==> config.mk <==
export PLATFORM = sky130hd
export DESIGN_NAME = serial_subtractor
export DESIGN_NICKNAME = d
export VERILOG_FILES = /design/src/rtl/serial_sub_pkg.sv /design/src/rtl/full_subtractor.sv /design/src/rtl/serial_subtractor.sv
export SDC_FILE = /design/constraint.sdc
export NUM_CORES = 1
export LEC_CHECK = 0
export ABC_AREA = 1
export CAP_MARGIN = 5
export CORE_MARGIN = 2
export CORE_UTILIZATION = 54
export CTS_CLUSTER_SIZE = 8
export DETAILED_ROUTE_END_ITERATION = 12
export GPL_TIMING_DRIVEN = 0
export MAX_ROUTING_LAYER = met4
export PLACE_DENSITY = 0.89
export REMOVE_ABC_BUFFERS = 1
export SYNTH_ARGS = -nofsm -noshare
export SYNTH_HDL_FRONTEND = slang
export SYNTH_SLANG_ARGS = --single-unit
==> constraint.sdc <==
create_clock -name clk -period 2.1 [get_ports clk]
set_input_delay 0.315 -clock clk [delete_from_list [all_inputs] [get_ports clk]]
set_output_delay 0.315 -clock clk [all_outputs]
set_load 0.01 [all_outputs]
==> src/rtl/serial_sub_pkg.sv <==
// Shared types and constants for the bit-serial subtractor.
// Overflow output is enabled by defining SERIAL_SUB_OVERFLOW_EN.
package serial_sub_pkg;

  localparam int SERIAL_SUB_N = 4;

  typedef enum logic [1:0] {
    IDLE = 2'd0,
    RUN  = 2'd1,
    DONE = 2'd2
  } state_t;

endpackage

==> src/rtl/full_subtractor.sv <==
// One-bit full subtractor cell: d = x - y - b_in, b_out is the borrow out.
module full_subtractor (
  input  logic x,
  input  logic y,
  input  logic b_in,
  output logic d,
  output logic b_out
);

  assign d     = x ^ y ^ b_in;
  assign b_out = (~x & y) | (~(x ^ y) & b_in);

endmodule

==> src/rtl/serial_subtractor.sv <==
// Bit-serial N-bit subtractor, LSB first, behind a start/busy/done handshake.
// Define SERIAL_SUB_OVERFLOW_EN to add the registered signed-overflow output.
module serial_subtractor
  import serial_sub_pkg::*;
#(
  parameter int N = SERIAL_SUB_N
) (
  input  logic         clk,
  input  logic         rst,
  input  logic         start,
  input  logic [N-1:0] a,
  input  logic [N-1:0] b,
  input  logic         b_in,
  output logic [N-1:0] d,
  output logic [N-1:0] b_out,
  output logic         busy,
`ifdef SERIAL_SUB_OVERFLOW_EN
  output logic         done,
  output logic         ovf
`else
  output logic         done
`endif
);

  localparam int CW = (N > 1) ? $clog2(N) : 1;

  state_t          state, nxt;
  logic            accept, step, last;
  logic [CW-1:0]   cnt;
  logic [N-1:0]    a_sr, b_sr, d_q, bo_q;
  logic            brw;
  logic            fs_d, fs_bo;
  logic            busy_q, done_q;

  full_subtractor u_fs (
    .x     (a_sr[0]),
    .y     (b_sr[0]),
    .b_in  (brw),
    .d     (fs_d),
    .b_out (fs_bo)
  );

  always_ff @(posedge clk or posedge rst) begin
    if (rst) state <= IDLE;
    else     state <= nxt;
  end

  always_comb begin
    nxt = state;
    case (state)
      IDLE:    nxt = start ? RUN : IDLE;
      RUN:     nxt = (cnt == CW'(N-1)) ? DONE : RUN;
      DONE:    nxt = start ? RUN : IDLE;
      default: nxt = IDLE;
    endcase
  end

  always_comb begin
    accept = 1'b0;
    step   = 1'b0;
    last   = 1'b0;
    case (state)
      IDLE, DONE: accept = start;
      RUN: begin
        step = 1'b1;
        last = (cnt == CW'(N-1));
      end
      default: ;
    endcase
  end

  // Operands shift right so the cell always sees bit 0; results land at index cnt.
  always_ff @(posedge clk or posedge rst) begin
    if (rst) begin
      a_sr <= '0;
      b_sr <= '0;
      brw  <= 1'b0;
      d_q  <= '0;
      bo_q <= '0;
      cnt  <= '0;
    end else if (accept) begin
      a_sr <= a;
      b_sr <= b;
      brw  <= b_in;
      d_q  <= '0;
      bo_q <= '0;
      cnt  <= '0;
    end else if (step) begin
      a_sr      <= a_sr >> 1;
      b_sr      <= b_sr >> 1;
      brw       <= fs_bo;
      d_q[cnt]  <= fs_d;
      bo_q[cnt] <= fs_bo;
      cnt       <= cnt + 1'b1;
    end
  end

  // Handshake flags are registered from the next state so they track the FSM exactly.
  always_ff @(posedge clk or posedge rst) begin
    if (rst) begin
      busy_q <= 1'b0;
      done_q <= 1'b0;
    end else begin
      busy_q <= (nxt == RUN);
      done_q <= (nxt == DONE);
    end
  end

`ifdef SERIAL_SUB_OVERFLOW_EN
  logic ovf_q;

  // bo_q[N-2] was written on the previous RUN cycle; fs_bo is the final borrow.
  always_ff @(posedge clk or posedge rst) begin
    if (rst)         ovf_q <= 1'b0;
    else if (accept) ovf_q <= 1'b0;
    else if (last)   ovf_q <= bo_q[N-2] ^ fs_bo;
  end

  assign ovf = ovf_q;
`else
  logic unused_last;
  assign unused_last = last;
`endif

  assign d     = d_q;
  assign b_out = bo_q;
  assign busy  = busy_q;
  assign done  = done_q;

endmodule

== After elaboration in Yosys (flattened, before gate mapping) ==
Cells that the tools add are included.
Storage, ports and cells
  output and inout bits: 10
  word-level logic and storage cells: 49
  flip-flop bits (word level): 23
Operators by class
  $lt $le $gt $ge: 2
  eq/ne operators: 5
  mux-type cells: 21
  bitwise gates (word level): 7
  reductions and logical operators: 4
  $add $sub $neg: 1
Operators with widths (count)
  4-bit 2-to-1 mux: 8
  4-bit bitwise mux: 2
  2-bit == test, second input constant: 3
  1-bit 2-to-1 mux: 6
  2-bit 2-to-1 mux: 3
  2-bit by 1-bit == test with 1-bit output, second input constant: 2
  2-bit one-hot mux with 2 select lines: 1
  2-bit by 3-bit < comparator with 1-bit output, second input constant: 1
  2-bit by 1-bit adder with 2-bit output, second input constant: 1
  1-bit AND: 2
  1-bit demux with 2-bit select: 1
  2-bit by 1-bit greater-or-equal comparator with 1-bit output, second input constant: 1
  2-bit logical NOT: 1
  1-bit inverter: 2
  2-bit nonzero test: 1
  2-bit OR reduction: 1
  1-bit XOR: 2
  1-bit logical AND: 1
  1-bit OR: 1

== Longest topological paths before layout ==
  word-level depth: 7
  gate-level depth with buffers: 6
  gate-level depth less buffers: 6

== Hierarchy ==
Synthesis repeated with hierarchy kept, for this count alone.
Unflattened totals
  cell total of the unflattened synthesis: 139
  area total of the unflattened synthesis: 1157.4 µm²
By module, submodules not included
  serial_subtractor: area each 1126.1 µm², times used 1, cells each 135, sequential area each 575.6 µm²
  full_subtractor: area each 31.3 µm², times used 1, cells each 4, sequential area each 0.0 µm²

== Worst setup path before layout ==
Ideal clock, no wire load.
  path kind: register to register
  start: register brw
  end: register d_q[3] (netlist: d[3])
  data required time: 2035 ps
  path buffers: 0
  setup slack: 910 ps
  setup time: 65 ps
  stages on the path, launching flop included: 5
  arrival: 1125 ps
  cells stage by stage: dfrtp_1 -> fa_1 -> a21oi_2 -> nand2_1 -> nand2_1
Between the ends
  word-level cells in the longest chain between the ends: 4
RTL lines
  start: declaration: line serial_subtractor.sv:31  | logic brw;
  start signal: assignment: line serial_subtractor.sv:84  | brw <= b_in;
  start signal: assignment: line serial_subtractor.sv:91  | brw <= fs_bo;
  1-bit XOR: line full_subtractor.sv:10  | assign d = x ^ y ^ b_in;
  4-bit bitwise mux: line serial_subtractor.sv:92  | d_q[cnt] <= fs_d;
  4-bit 2-to-1 mux: line serial_subtractor.sv:88  | end else if (step) begin
  4-bit 2-to-1 mux: line serial_subtractor.sv:81  | end else if (accept) begin
  end signal: indexed assignment: line serial_subtractor.sv:92
  end: declaration: line serial_subtractor.sv:30  | logic [N-1:0] a_sr, b_sr, d_q, bo_q;
No other way between the ends. The select of a mux whose other input is x is not followed.
A chain may end at the register's enable or synchronous reset.

== Worst setup path in the final report ==
  start: register d_q[1] (netlist: d[1])
  end: output d[1]
RTL lines
  end: declaration: line serial_subtractor.sv:14  | output logic [N-1:0] d,
No word-level cell between the ends.

==> flow_summary.json <==
{
  "postCtsSetupBuffers": 0,
  "fp.dieH_um": 50.07,
  "setup_tns_ns": 0,
  "ant_nets": 0,
  "end_kind": "output port",
  "htree_levels": 1,
  "num_io_pins": 22,
  "rsz0062_at_grt": "no",
  "setup_viol": 0,
  "wirelength_mm": 2.098,
  "p_leak_nw": 0.7609,
  "timing.final.ws_setup_ns": 0.5560,
  "critPathBufInv": 1,
  "start_util": 0.5783,
  "ys_seq_area_frac": 0.5022,
  "fmax_mhz": 647.7,
  "yosys-top-cells-area": "dfrtp_1 50%, nand3_1 16%, nand2_1 13%, inv_1 6.6%, ha_1 4.4%",
  "crit_chain": "clkdlybuf4s50_1",
  "avgViaCountPerCell": 5.077,
  "syn_avg_cell_area_um2": 8.427,
  "die_w_um": 50.07,
  "skew_ns": 0.0008668,
  "track_usage": 0.1946,
  "slew_violations": 0,
  "power.density_nw_per_um2": 1334,
  "antenna_found_initial": 0,
  "async_flop_share": 1.000,
  "status": "finished clean",
  "hold_slack_ns": 0.4473,
  "cts_buffers": 3,
  "r2r-end": "b_sr[2]",
  "grt_overflow": 0,
  "hold_viol": 0,
  "crit_slowest_cell": "clkdlybuf4s50_1",
  "ir_drop_mv": 0.7723,
  "std_cell_rows": 16,
  "crit_required_ns": 1.78,
  "firstDrtPassIters": 4,
  "synthTopCellsByCount": "39 x nand2_1, 37 x nand3_1, 23 x dfrtp_1",
  "clk_pin_slew_ns": 0.13,
  "dieArea_um2": 2507,
  "startpoint_type": "flop",
  "crit_arrival_ns": 1.23,
  "synthCells": 136,
  "insertion_delay_ns": 0.31,
  "via_count": 924,
  "synth_edf_count": 0,
  "synth.top_cell.area_share": 0.5022,
  "r2r_setup_slack_ns": 0.73,
  "dpl.hpwl_mm": 1.498,
  "cts_root_buf": "clkbuf_4",
  "grt_max_degree": 24,
  "cts_hold_buffers": 0,
  "cts_max_path_buffers": 2,
  "synth_cell_type_count": 13,
  "grt_pass1_vias": 806,
  "wire_per_inst_um": 11.53,
  "synth_area_leader_cell": "dfrtp_1",
  "path_class": "flop to output port",
  "critPathMaxStageDelay_ns": 0.54,
  "synth_area_um2": 1146,
  "post-route-drc-count": 0,
  "num_antenna_cells": 0,
  "yosysWarningCount": 0,
  "worstReg2RegStart": "state[1]",
  "post_cts_resized": 0,
  "critical_path.top_delay_family": "buffers and inverters",
  "fin_crit_ns": 1.544,
  "initialDrtViolationCount": 17,
  "core-area_um2": 1982,
  "cts_tree": "done",
  "hold_path.class": "input port to async pin",
  "drive_gt1_frac": 0.05161,
  "dp_slack_ns": 0.4559,
  "rr_worst_depth": 4,
  "finalCritPeriodShare": 0.7352,
  "synth_most_common_cell": "nand2_1",
  "tightest_slew_ns": 0.8392,
  "maxCapViolCount": 0,
  "gp_congestion": 0.7950,
  "ys.flop_type": "dfrtp_1",
  "port_buffers": 21,
  "grt_pass1_wl_mm": 3.498,
  "ys_ff_latch": 23,
  "syn2layout_area_growth_pct": 19.21,
  "cp_max_fo": 2,
  "final_nets": 173,
  "maxSlewHeadroom": 0.4399,
  "cts_sinks": 23
}
## worst max-delay path by stage
stage,startpoint,end,depth (start not counted)
2_1_floorplan,brw,d[3],4
3_3_place_gp,start,b_out[0],4
3_5_place_dp,start,b_out[3],4
4_1_cts,d[1],d[1],1
5_1_grt,d[1],d[1],1
6_report,d[1],d[1],1
## sequential cells by signal, summed over array words and instances (netlist names)
signal,count
a_sr,4
b_out,4
b_sr,4
brw,1
busy,1
cnt,2
d,4
done,1
state,2
## cells in the final DEF (no fill, tap or decap)
cell / netlist / routed
o21ai_0: 2 / 2
clkbuf_4: 0 / 3
fa_1: 1 / 1
nand3_1: 37 / 37
inv_1: 20 / 20
nand2_1: 39 / 39
inv_2: 1 / 1
ha_1: 4 / 4
a21oi_2: 2 / 2
clkdlybuf4s50_1: 0 / 21
clkinv_2: 0 / 1
dfrtp_1: 23 / 23
nand2_4: 1 / 1
## cell type report
cell class	instances	area, µm²
tap	27	33.78
clock buffer	3	22.52
clock inverter	1	5.005
sequential	23	575.6
timing repair buffer	21	210.2
multi-input combinational	86	440.4
inverter	21	78.83
fill	150	615.6
## logic make-up (layout without fill, tap and decap cells)
| group | Yosys count | after routing | share of synthesized area |
|---|---|---|---|
| buffers and inverters | 27 | 46 | 0.1135 |
| adders and majority gates | 5 | 5 | 0.06114 |
| and+or+nand+nor | 77 | 77 | 0.2991 |
| AOI/OAI and AO/OA | 4 | 4 | 0.02402 |
| DFF | 23 | 23 | 0.5022 |
## routing by layer
layer  GRT usage  vias up  part of all wire
met1      0.2421      429              0.42
met4     0.09722        0             0.023
met2      0.3026       26              0.51
li1            -      463                 -
met3     0.03636        6             0.049
met5           -        -                 0
## per-stage QoR
step,util,cell area [µm²],total power [mW],cells
final,0.6894,1366,1.822,182
after global routing,0.6894,1366,1.981,182
after CTS,0.6894,1366,1.828,182
after detailed placement,0.6755,1339,1.618,178
after global placement,0.6755,1339,1.572,178
after floorplan,-,1095,1.315,130
## power breakdown
| part | internal (mW) | switching, mW | total (mW) |
|---|---|---|---|
| Sequential | 0.618 | 0.134 | 0.752 |
| Combinational | 0.354 | 0.506 | 0.860 |
| Clock | 0.0713 | 0.139 | 0.210 |
| Total | 1.04 | 0.779 | 1.82 |
No activity file was read; power rests on OpenSTA's default activity.
